$ cat src/rtl/icache_direct.sv
// Direct-mapped read-only instruction cache with a combinational hit path and
// word-by-word line refill over a req/done handshake; a flush aborts cleanly.
module icache_direct #(
   parameter int INDEX_BITS  = 4,
   parameter int OFFSET_BITS = 2
) (
   input  logic        clk_in,
   input  logic        rst_in,
   input  logic        rdy_in,
   input  logic        fetch_en,
   input  logic [31:0] fetch_PC,
   output logic        inst_valid,
   output logic [31:0] inst_data,
   input  logic        flush_in,
   output logic        mem_req,
   output logic [31:0] mem_addr,
   input  logic        mem_done,
   input  logic [31:0] mem_data
);

   localparam int LINES    = 1 << INDEX_BITS;
   localparam int WORDS    = 1 << OFFSET_BITS;
   localparam int TAG_LSB  = OFFSET_BITS + INDEX_BITS + 2;
   localparam int TAG_BITS = 32 - TAG_LSB;

   localparam logic [1:0] S_IDLE   = 2'd0;
   localparam logic [1:0] S_REFILL = 2'd1;
   localparam logic [1:0] S_ABORT  = 2'd2;

   localparam logic [OFFSET_BITS-1:0] CNT_LAST = '1;

   logic [1:0]             state_q, state_d;
   logic [LINES-1:0]       valid_q, valid_d;
   logic [OFFSET_BITS-1:0] cnt_q, cnt_d;
   logic                   mem_req_q, mem_req_d;
   logic [31:0]            mem_addr_q, mem_addr_d;
   logic [INDEX_BITS-1:0]  miss_idx_q, miss_idx_d;
   logic [TAG_BITS-1:0]    miss_tag_q, miss_tag_d;

   logic [TAG_BITS-1:0]    tag_mem  [LINES];
   logic [31:0]            data_mem [LINES][WORDS];
   logic                   data_we, tag_we;

   logic [OFFSET_BITS-1:0] pc_off;
   logic [INDEX_BITS-1:0]  pc_idx;
   logic [TAG_BITS-1:0]    pc_tag;
   logic                   hit;
   logic                   unused_pc_lsb;

   assign pc_off        = fetch_PC[OFFSET_BITS+1:2];
   assign pc_idx        = fetch_PC[TAG_LSB-1:OFFSET_BITS+2];
   assign pc_tag        = fetch_PC[31:TAG_LSB];
   assign unused_pc_lsb = ^fetch_PC[1:0];

   // Hit is evaluated against the live PC so the fetcher gets data in the request cycle.
   assign hit        = fetch_en && (state_q == S_IDLE) && valid_q[pc_idx] &&
                       (tag_mem[pc_idx] == pc_tag);
   assign inst_valid = hit;
   assign inst_data  = hit ? data_mem[pc_idx][pc_off] : 32'd0;

   assign mem_req  = mem_req_q;
   assign mem_addr = mem_addr_q;

   always_comb begin
      // NOTE: every output of this block gets a default first, so no path can infer a latch.
      state_d    = state_q;
      valid_d    = valid_q;
      cnt_d      = cnt_q;
      mem_req_d  = mem_req_q;
      mem_addr_d = mem_addr_q;
      miss_idx_d = miss_idx_q;
      miss_tag_d = miss_tag_q;
      data_we    = 1'b0;
      tag_we     = 1'b0;

      if (rdy_in) begin
         case (state_q)
            S_IDLE: begin
               if (fetch_en && !flush_in && !hit) begin
                  miss_idx_d      = pc_idx;
                  miss_tag_d      = pc_tag;
                  valid_d[pc_idx] = 1'b0;
                  cnt_d           = '0;
                  mem_req_d       = 1'b1;
                  mem_addr_d      = {pc_tag, pc_idx, {(OFFSET_BITS + 2){1'b0}}};
                  state_d         = S_REFILL;
               end
            end
            S_REFILL: begin
               if (flush_in) begin
                  // An outstanding controller request must still complete before we idle.
                  if (mem_done) begin
                     mem_req_d = 1'b0;
                     state_d   = S_IDLE;
                  end else begin
                     state_d = S_ABORT;
                  end
               end else if (mem_done) begin
                  data_we = 1'b1;
                  if (cnt_q == CNT_LAST) begin
                     tag_we              = 1'b1;
                     valid_d[miss_idx_q] = 1'b1;
                     mem_req_d           = 1'b0;
                     state_d             = S_IDLE;
                  end else begin
                     cnt_d      = cnt_q + 1'b1;
                     mem_addr_d = mem_addr_q + 32'd4;
                  end
               end
            end
            S_ABORT: begin
               if (mem_done) begin
                  mem_req_d = 1'b0;
                  state_d   = S_IDLE;
               end
            end
            default: begin
               mem_req_d = 1'b0;
               state_d   = S_IDLE;
            end
         endcase
      end
   end

   always_ff @(posedge clk_in or posedge rst_in) begin
      // NOTE: state registers use non-blocking assignments so all of them update together at the edge.
      if (rst_in) begin
         state_q    <= S_IDLE;
         valid_q    <= '0;
         cnt_q      <= '0;
         mem_req_q  <= 1'b0;
         mem_addr_q <= 32'd0;
         miss_idx_q <= '0;
         miss_tag_q <= '0;
      end else begin
         state_q    <= state_d;
         valid_q    <= valid_d;
         cnt_q      <= cnt_d;
         mem_req_q  <= mem_req_d;
         mem_addr_q <= mem_addr_d;
         miss_idx_q <= miss_idx_d;
         miss_tag_q <= miss_tag_d;
      end
   end

   // NOTE: the tag/data arrays are not reset; the valid bits alone say whether their contents mean anything.
   always_ff @(posedge clk_in) begin
      if (data_we) data_mem[miss_idx_q][cnt_q] <= mem_data;
      if (tag_we)  tag_mem[miss_idx_q]         <= miss_tag_q;
   end

endmodule

$ cat config.mk
export PLATFORM = sky130hd
export DESIGN_NAME = icache_direct
export DESIGN_NICKNAME = d
export VERILOG_FILES = /design/src/rtl/icache_direct.sv
export SDC_FILE = /design/constraint.sdc
export NUM_CORES = 2
export LEC_CHECK = 0
export ABC_AREA = 0
export BUFFER_PORTS_ARGS = -buffer_cell sky130_fd_sc_hd__buf_2
export CAP_MARGIN = 20
export CORE_MARGIN = 5
export CORE_UTILIZATION = 40
export CTS_BUF_LIST = sky130_fd_sc_hd__clkbuf_8
export DETAILED_ROUTE_END_ITERATION = 6
export PLACE_DENSITY = 0.54
export SYNTH_ARGS = -nofsm -noshare
export SYNTH_HDL_FRONTEND = slang
export SYNTH_SLANG_ARGS = --single-unit
export TNS_END_PERCENT = 5
$ cat constraint.sdc
create_clock -name clk_in -period 7.3 [get_ports clk_in]
set_input_delay 1.095 -clock clk_in [delete_from_list [all_inputs] [get_ports clk_in]]
set_output_delay 1.095 -clock clk_in [all_outputs]
set_load 0.01 [all_outputs]
# Yosys cells after proc, flatten, opt, wreduce, memory -nomap -nowiden
# Memories as Yosys holds them, arrays and structs flattened.
# Index checks and enable logic that the tools add are counted.
dict set report word_totals {
  regBits 81
  word_cells 105
  output_inout_bits 66
  ramBits 2432
  in_bits 70
  n_memories 2
}
dict set report classes {
  eq_ne 12
  reduce_logical 17
  order_cmp 7
  add_sub_neg 2
  n_mux 53
  bitwise 5
}
# memory words word_bits read_ports rd_ports_with_merged_regs wr line_no
set memory_table {}
lappend memory_table {data_mem 16 128 1 0 1 41} ;# logic [31:0] data_mem [LINES][WORDS];
lappend memory_table {tag_mem 16 24 1 0 1 40} ;# logic [TAG_BITS-1:0] tag_mem [LINES];
# op n
set op_table {}
lappend op_table {{two-way mux 32 bit} 8}
lappend op_table {{two-way mux 128 bit} 1}
lappend op_table {{binary-select mux 32 bit (select 2 bit)} 1}
lappend op_table {{demux 32 bit (select 2 bit)} 1}
lappend op_table {{two-way mux 16 bit} 4}
lappend op_table {{case mux 32 bit (2 select lines)} 1}
lappend op_table {{adder 32 x 3 -> 32 bit, second input constant} 1}
lappend op_table {{case mux 16 bit (2 select lines)} 1}
lappend op_table {{equality test 24 bit} 1}
lappend op_table {{two-way mux 1 bit} 20}
lappend op_table {{two-way mux 2 bit} 10}
lappend op_table {{AND 16 bit} 1}
lappend op_table {{inverter 16 bit} 1}
lappend op_table {{bitwise OR 16 bit} 1}
lappend op_table {{AND reduction 6 bit} 2}
lappend op_table {{< comparator 4 x 5 -> 1 bit, second input constant} 2}
lappend op_table {{inequality test 2 bit, second input constant} 5}
lappend op_table {{demux 1 bit (select 4 bit)} 2}
lappend op_table {{greater-or-equal comparator 4 x 1 -> 1 bit, second input constant} 2}
lappend op_table {{logical AND 1 bit} 8}
lappend op_table {{greater-or-equal comparator 3 bit, second input constant} 2}
lappend op_table {{inequality test 3 bit, second input constant} 2}
lappend op_table {{inverter 2 -> 3 bit} 2}
lappend op_table {{case mux 2 bit (3 select lines)} 1}
lappend op_table {{14 further kinds} 16}

# Longest topological paths before layout
dict set report logic_depth {
  word_depth 9
  mapped_depth 17
  depth_no_buf 10
}

# Worst setup path after synthesis
# Ideal clock, no wire load.
dict set report synth_path {
  kind {in2out}
  startpoint {input port fetch_PC[5]}
  endpoint {output port inst_data[0]}
  path_slack_ns 2.030
  n_path_buf 7
  required_time_ns 6.205
  arrival_ns 4.175
  path_stages 11
  path_cell_list {buf_4 -> buf_4 -> buf_2 -> buf_2 -> buf_2 -> buf_1 -> buf_1 -> mux4_2 -> mux4_2 -> mux4_2 -> and2_1}
}
dict set report synth_via {
  elab_chain_cells 5
  elab_cells_between_ends 11
  cone_classes {1 x eq/ne; 6 x mux; 2 x reduce/logical; 2 x memory}
}
# item line_no
set synth_rtl {}
lappend synth_rtl {{start, declared} 11} ;# input logic [31:0] fetch_PC,
lappend synth_rtl {{memory read (16 x 128 bit) or binary-select mux 1 bit (select 4 bit) (tied branches)} n/a}
lappend synth_rtl {{binary-select mux 32 bit (select 2 bit) or two-way mux 1 bit (tied branches)} {59, 56}}
lappend synth_rtl {{two-way mux 32 bit (implied by the code) or logical AND 1 bit (tied branches) (2 in series)} {59, 56}}
lappend synth_rtl {{two-way mux 32 bit (*)} 59} ;# assign inst_data = hit ? data_mem[pc_idx][pc_off] : 32'd0;
lappend synth_rtl {{end, declared} 13} ;# output logic [31:0] inst_data,
# Every way passes the cells marked *; elsewhere a longest branch is shown, timed or not. The select of a mux whose other input is x is not followed.

# Final worst setup path
dict set report layout_path {
  startpoint {input port fetch_PC[5]}
  endpoint {output port inst_data[9]}
}
# Same word-level chain as after synthesis.

==> Flow_metrics.wiki <==
{| class="wikitable"
! Metric !! Value
|-
| Floorplan row count || 181
|-
| Number of cells traversed by the worst register-to-register path || 12
|-
| Number of setup violations in the final report || 0
|-
| Reg-to-Reg End || miss_idx_q[3]$_DFFE_PP0P_
|-
| Area share of the largest cell type after synthesis || 0.748
|-
| Number of clock sinks seen by CTS || 2511
|-
| Detailed router's first-iteration violation count || 4859
|-
| Main combinational cell family by area after synthesis || multiplexers
|-
| GR Overflow Total || 0
|-
| Peak clock frequency supported by timing || 161 MHz
|-
| Full die area || 254000 um^2
|-
| Start of the worst register-to-register path || tag_mem[12][11]$_DFFE_PP_
|-
| Kind of start point of the critical path || input pin
|-
| RD Place Congestion || about 0.80
|-
| Chip Width || 504 um
|-
| Share of power burned in registers || 0.559
|-
| TritonCTS clock tree || yes
|-
| CTS clk-pin slew, worst paths || 0.06 ns
|-
| Count of synthesis-stage warnings from yosys || 0
|-
| Starting density of the core || 0.402
|-
| Area of the core || 243000 um^2
|-
| Clock Tree Buf Depth || 4
|-
| Total negative setup slack || 0 ns
|-
| Storage element area || 75000 um^2
|-
| TritonCTS buffer count || 424
|-
| Post-detailed-placement half-perimeter wirelength || between 100 and 150 mm
|-
| Area of placed instances || 103000 um^2
|-
| Simple-gate share of the synthesized area || 0.0178
|-
| Share of the clock period used by the worst path || 0.853
|-
| Slew at the pin closest to its max-slew limit || 1.11 ns
|-
| Final instance area || 111000 um^2
|-
| Vias in the first global route || between 40000 and 50000
|-
| Worst hold path type || in -> reg
|-
| Capturing instance or port of the critical path || inst_data[9]
|-
| Netlist area before placement || just under 100000 um^2
|-
| Initial antenna violation count || 27
|-
| Resized cells post-CTS || 0
|-
| CP startpoint || fetch_PC[5]
|-
| CP Depth || 9
|-
| Setup repair after global routing missed its margin || no
|-
| Biggest cell delay along the critical path || 0.72 ns
|-
| Clock period minus worst slack || 6.23 ns
|-
| Global-route wire length before repair || 374 mm
|-
| Fraction of the mapped netlist area in adder cells || 0.000641
|-
| Layout cells sized above 1 || 0.327
|-
| Run status || complete, no violations
|-
| Number of remaining DRC errors || 0
|-
| Cell at the root of the clock tree || sky130_fd_sc_hd__clkbuf_8
|-
| Number of different library cells in the post-synthesis netlist || 68
|-
| Relative slew slack || 0.258
|-
| CP endpoint kind || output port
|-
| Buffers inserted during post-CTS setup optimization || 0
|-
| Total net switching power || 6.89 mW
|-
| P_int || 22.7 mW
|-
| Post-Syn Instances || 4209
|-
| Most used cell along the critical path || sky130_fd_sc_hd__mux4_2
|-
| Number of flops mapped to enable cells by yosys || 2432
|-
| Remaining antenna violation count || 0
|-
| Number of hold buffers added after cts || 1
|-
| All-Layer GR Usage || 0.207
|-
| Cell with the largest stage delay on the worst path || sky130_fd_sc_hd__buf_4
|-
| Area of the multi-input gates || 22000 um^2
|-
| Synthesis-stage register bit count || roughly 2500
|-
| Proportion of total power due to net switching || 0.233
|-
| Number of iterations in the first detailed-routing pass || 5
|-
| Syn Area/Cell || around 23 um^2
|-
| Final wirelength || roughly 270 mm
|-
| Fraction of synthesized area in multiplexers || 0.185
|-
| Via total after detailed routing || ~47000
|-
| Die Y-Extent || 504 um
|-
| Top_reg_cell synth || sky130_fd_sc_hd__edfxtp_1
|-
| Max-slew violation count || 0
|-
| Avg Vias per Cell || 5.76
|-
| Worst-path fanout max || 60
|-
| H-tree depth || 5
|-
| Maximum number of pins on one net before global-route repair || 129
|-
| PwrDens || 268 nW/um^2
|-
| IO buf count || 131
|-
| Compound-gate portion of the synthesized area || 0.0135
|-
| Endpoint required time on the critical path || 6.20 ns
|-
| Register area share after synthesis || 0.768
|-
| Static leakage || 35.1 nW
|-
| Wirelength per Cell || 32.4 um
|-
| Critical path buffer and inverter count || 5
|-
| Setup skew after layout || 0.0633 ns
|-
| Nets@finish || 4759
|-
| Fraction of the core area covered by cells at the end of the flow || 0.455
|-
| Register-to-register setup slack || 3.30 ns
|-
| Worst skew pair latency || between 1 and 1.5 ns
|-
| Fill count || between 20000 and 25000
|-
| Synth-to-layout area growth || 13.2%
|-
| Async set-or-reset flop fraction in the synthesized netlist || 0.0315
|-
| Proportion of power drawn by the clock network || 0.381
|-
| Worst setup path category || in -> out
|-
| Endpoints failing hold || 0
|-
| Gate family responsible for the most delay along the worst path || buffers and inverters
|-
| Relative contribution of combinational cells to total power || 0.061
|-
| Leading area contributor after synthesis || sky130_fd_sc_hd__edfxtp_1
|-
| I/O pin count || 136
|-
| Maximum resistive drop on vdd || 0.000137 V
|-
| Max_cap viols || 0
|-
| XOR/XNOR Fraction of Synth Area || 0.00224
|-
| Data arrival time of the worst path || 5.13 ns
|-
| Final total power || 29.6 mW
|-
| Area contributors post-synth || sky130_fd_sc_hd__edfxtp_1, sky130_fd_sc_hd__mux4_2, sky130_fd_sc_hd__dfrtp_1, sky130_fd_sc_hd__mux2i_1, sky130_fd_sc_hd__nor2_1
|-
| Sequence of cells on the critical path || buf_8 -> buf_12 -> buf_4 -> buf_4 -> mux4_2 -> mux4_2 -> mux4_2 -> and2_1 -> buf_2
|}
[cell usage in the layout, fill, tap and decap left out, types with 7 or more instances in the layout]
cell type	Yosys	layout
sky130_fd_sc_hd__a211oi_1	14	14
sky130_fd_sc_hd__a21oi_1	38	38
sky130_fd_sc_hd__a22oi_1	16	16
sky130_fd_sc_hd__a31oi_1	22	22
sky130_fd_sc_hd__and2_1	35	35
sky130_fd_sc_hd__and3_1	10	10
sky130_fd_sc_hd__buf_12	0	21
sky130_fd_sc_hd__buf_2	39	126
sky130_fd_sc_hd__buf_4	46	122
sky130_fd_sc_hd__bufinv_16	0	7
sky130_fd_sc_hd__clkbuf_8	0	441
sky130_fd_sc_hd__clkinv_1	0	85
sky130_fd_sc_hd__clkinv_2	0	33
sky130_fd_sc_hd__dfrtp_1	79	79
sky130_fd_sc_hd__edfxtp_1	2432	2432
sky130_fd_sc_hd__inv_1	17	178
sky130_fd_sc_hd__mux2_2	39	39
sky130_fd_sc_hd__mux2i_1	84	84
sky130_fd_sc_hd__mux4_2	743	743
sky130_fd_sc_hd__nand2_1	70	70
sky130_fd_sc_hd__nand2b_1	8	7
sky130_fd_sc_hd__nand3_1	35	35
sky130_fd_sc_hd__nand4_1	11	11
sky130_fd_sc_hd__nor2_1	127	46
sky130_fd_sc_hd__nor2_4	0	81
sky130_fd_sc_hd__nor2b_1	19	18
sky130_fd_sc_hd__nor3_1	23	23
sky130_fd_sc_hd__o21ai_0	27	27
sky130_fd_sc_hd__o22ai_1	8	8
sky130_fd_sc_hd__o31ai_1	13	13
sky130_fd_sc_hd__xnor2_1	15	15
sky130_fd_sc_hd__xor2_1	10	10
[routing by layer]
metal / GRT usage / share of wire / up-vias
li1: - / - / 19000
met1: 0.295 / 0.43 / 26000
met2: 0.330 / 0.48 / 1789
met3: 0.0414 / 0.068 / 375
met4: 0.0514 / 0.021 / 10
met5: 0 / 0.00026 / -
[power by group through the flow]
stage,logic [mW],clock network [mW],registers [mW]
finish,1.79,11.3,16.5
global route,1.93,12.3,16.6
CTS,1.80,11.6,16.5
detailed placement,1.80,0,16.8
global placement,1.78,0,16.8
floorplan,1.05,0,16.7
[state kept, by name, summed over array words and instances (netlist names)]
register	count
mem_req	1
valid_q	16
cnt_q	2
miss_idx_q	4
tag_mem	384
data_mem	2048
miss_tag_q	24
mem_addr	30
state_q	2
[final cells by class]
class,count,share of cell area
tap,3202,0.0362
timing repair buffer,274,0.0184
multi-input combinational,1454,0.199
sequential,2511,0.679
antenna,5,0.000113
clock inverter,293,0.0122
clock buffer,441,0.0549
inverter,19,0.000668
[per-stage QoR]
stage          std cells  setup slack, ns  hold slack, ns
3_5_place_dp        7450             1.03           0.470
5_1_grt             8195            0.836           0.205
6_report            8199             1.07           0.271
3_3_place_gp        7449             1.03           0.466
4_1_cts             8185             1.01           0.146
2_1_floorplan       4210             2.03           0.507
[cells in the mapped netlist, types with 27 or more instances]
master,number
sky130_fd_sc_hd__nand2_1,70
sky130_fd_sc_hd__buf_4,46
sky130_fd_sc_hd__a21oi_1,38
sky130_fd_sc_hd__clkbuf_1,105
sky130_fd_sc_hd__o21ai_0,27
sky130_fd_sc_hd__buf_2,39
sky130_fd_sc_hd__mux2_2,39
sky130_fd_sc_hd__dfrtp_1,79
sky130_fd_sc_hd__nor2_1,127
sky130_fd_sc_hd__mux4_2,743
sky130_fd_sc_hd__edfxtp_1,2432
sky130_fd_sc_hd__mux2i_1,84
sky130_fd_sc_hd__and2_1,35
sky130_fd_sc_hd__nand3_1,35
[worst min path at each step]
stage	start	to	slack (ns)	cells past startpoint
global placement	mem_req$_DFFE_PP0P_	mem_req$_DFFE_PP0P_	0.47	1
global route	mem_data[28]	data_mem[0][28]$_DFFE_PP_	0.20	1
floorplan	cnt_q[0]$_DFFE_PP0P_	cnt_q[0]$_DFFE_PP0P_	0.51	1
CTS	mem_done	state_q[1]$_DFFE_PP0P_	0.15	2
finish	mem_data[28]	data_mem[0][28]$_DFFE_PP_	0.27	1
detailed placement	mem_req$_DFFE_PP0P_	mem_req$_DFFE_PP0P_	0.47	1
[cells by family after synthesis]
family	after synthesis
mux	866
xor+xnor	25
simple gates	363
compound gates	193
flops	2511
buf+inv	245
other cells	1
fa+ha+maj	5
Power figures use the tool's default switching activity.
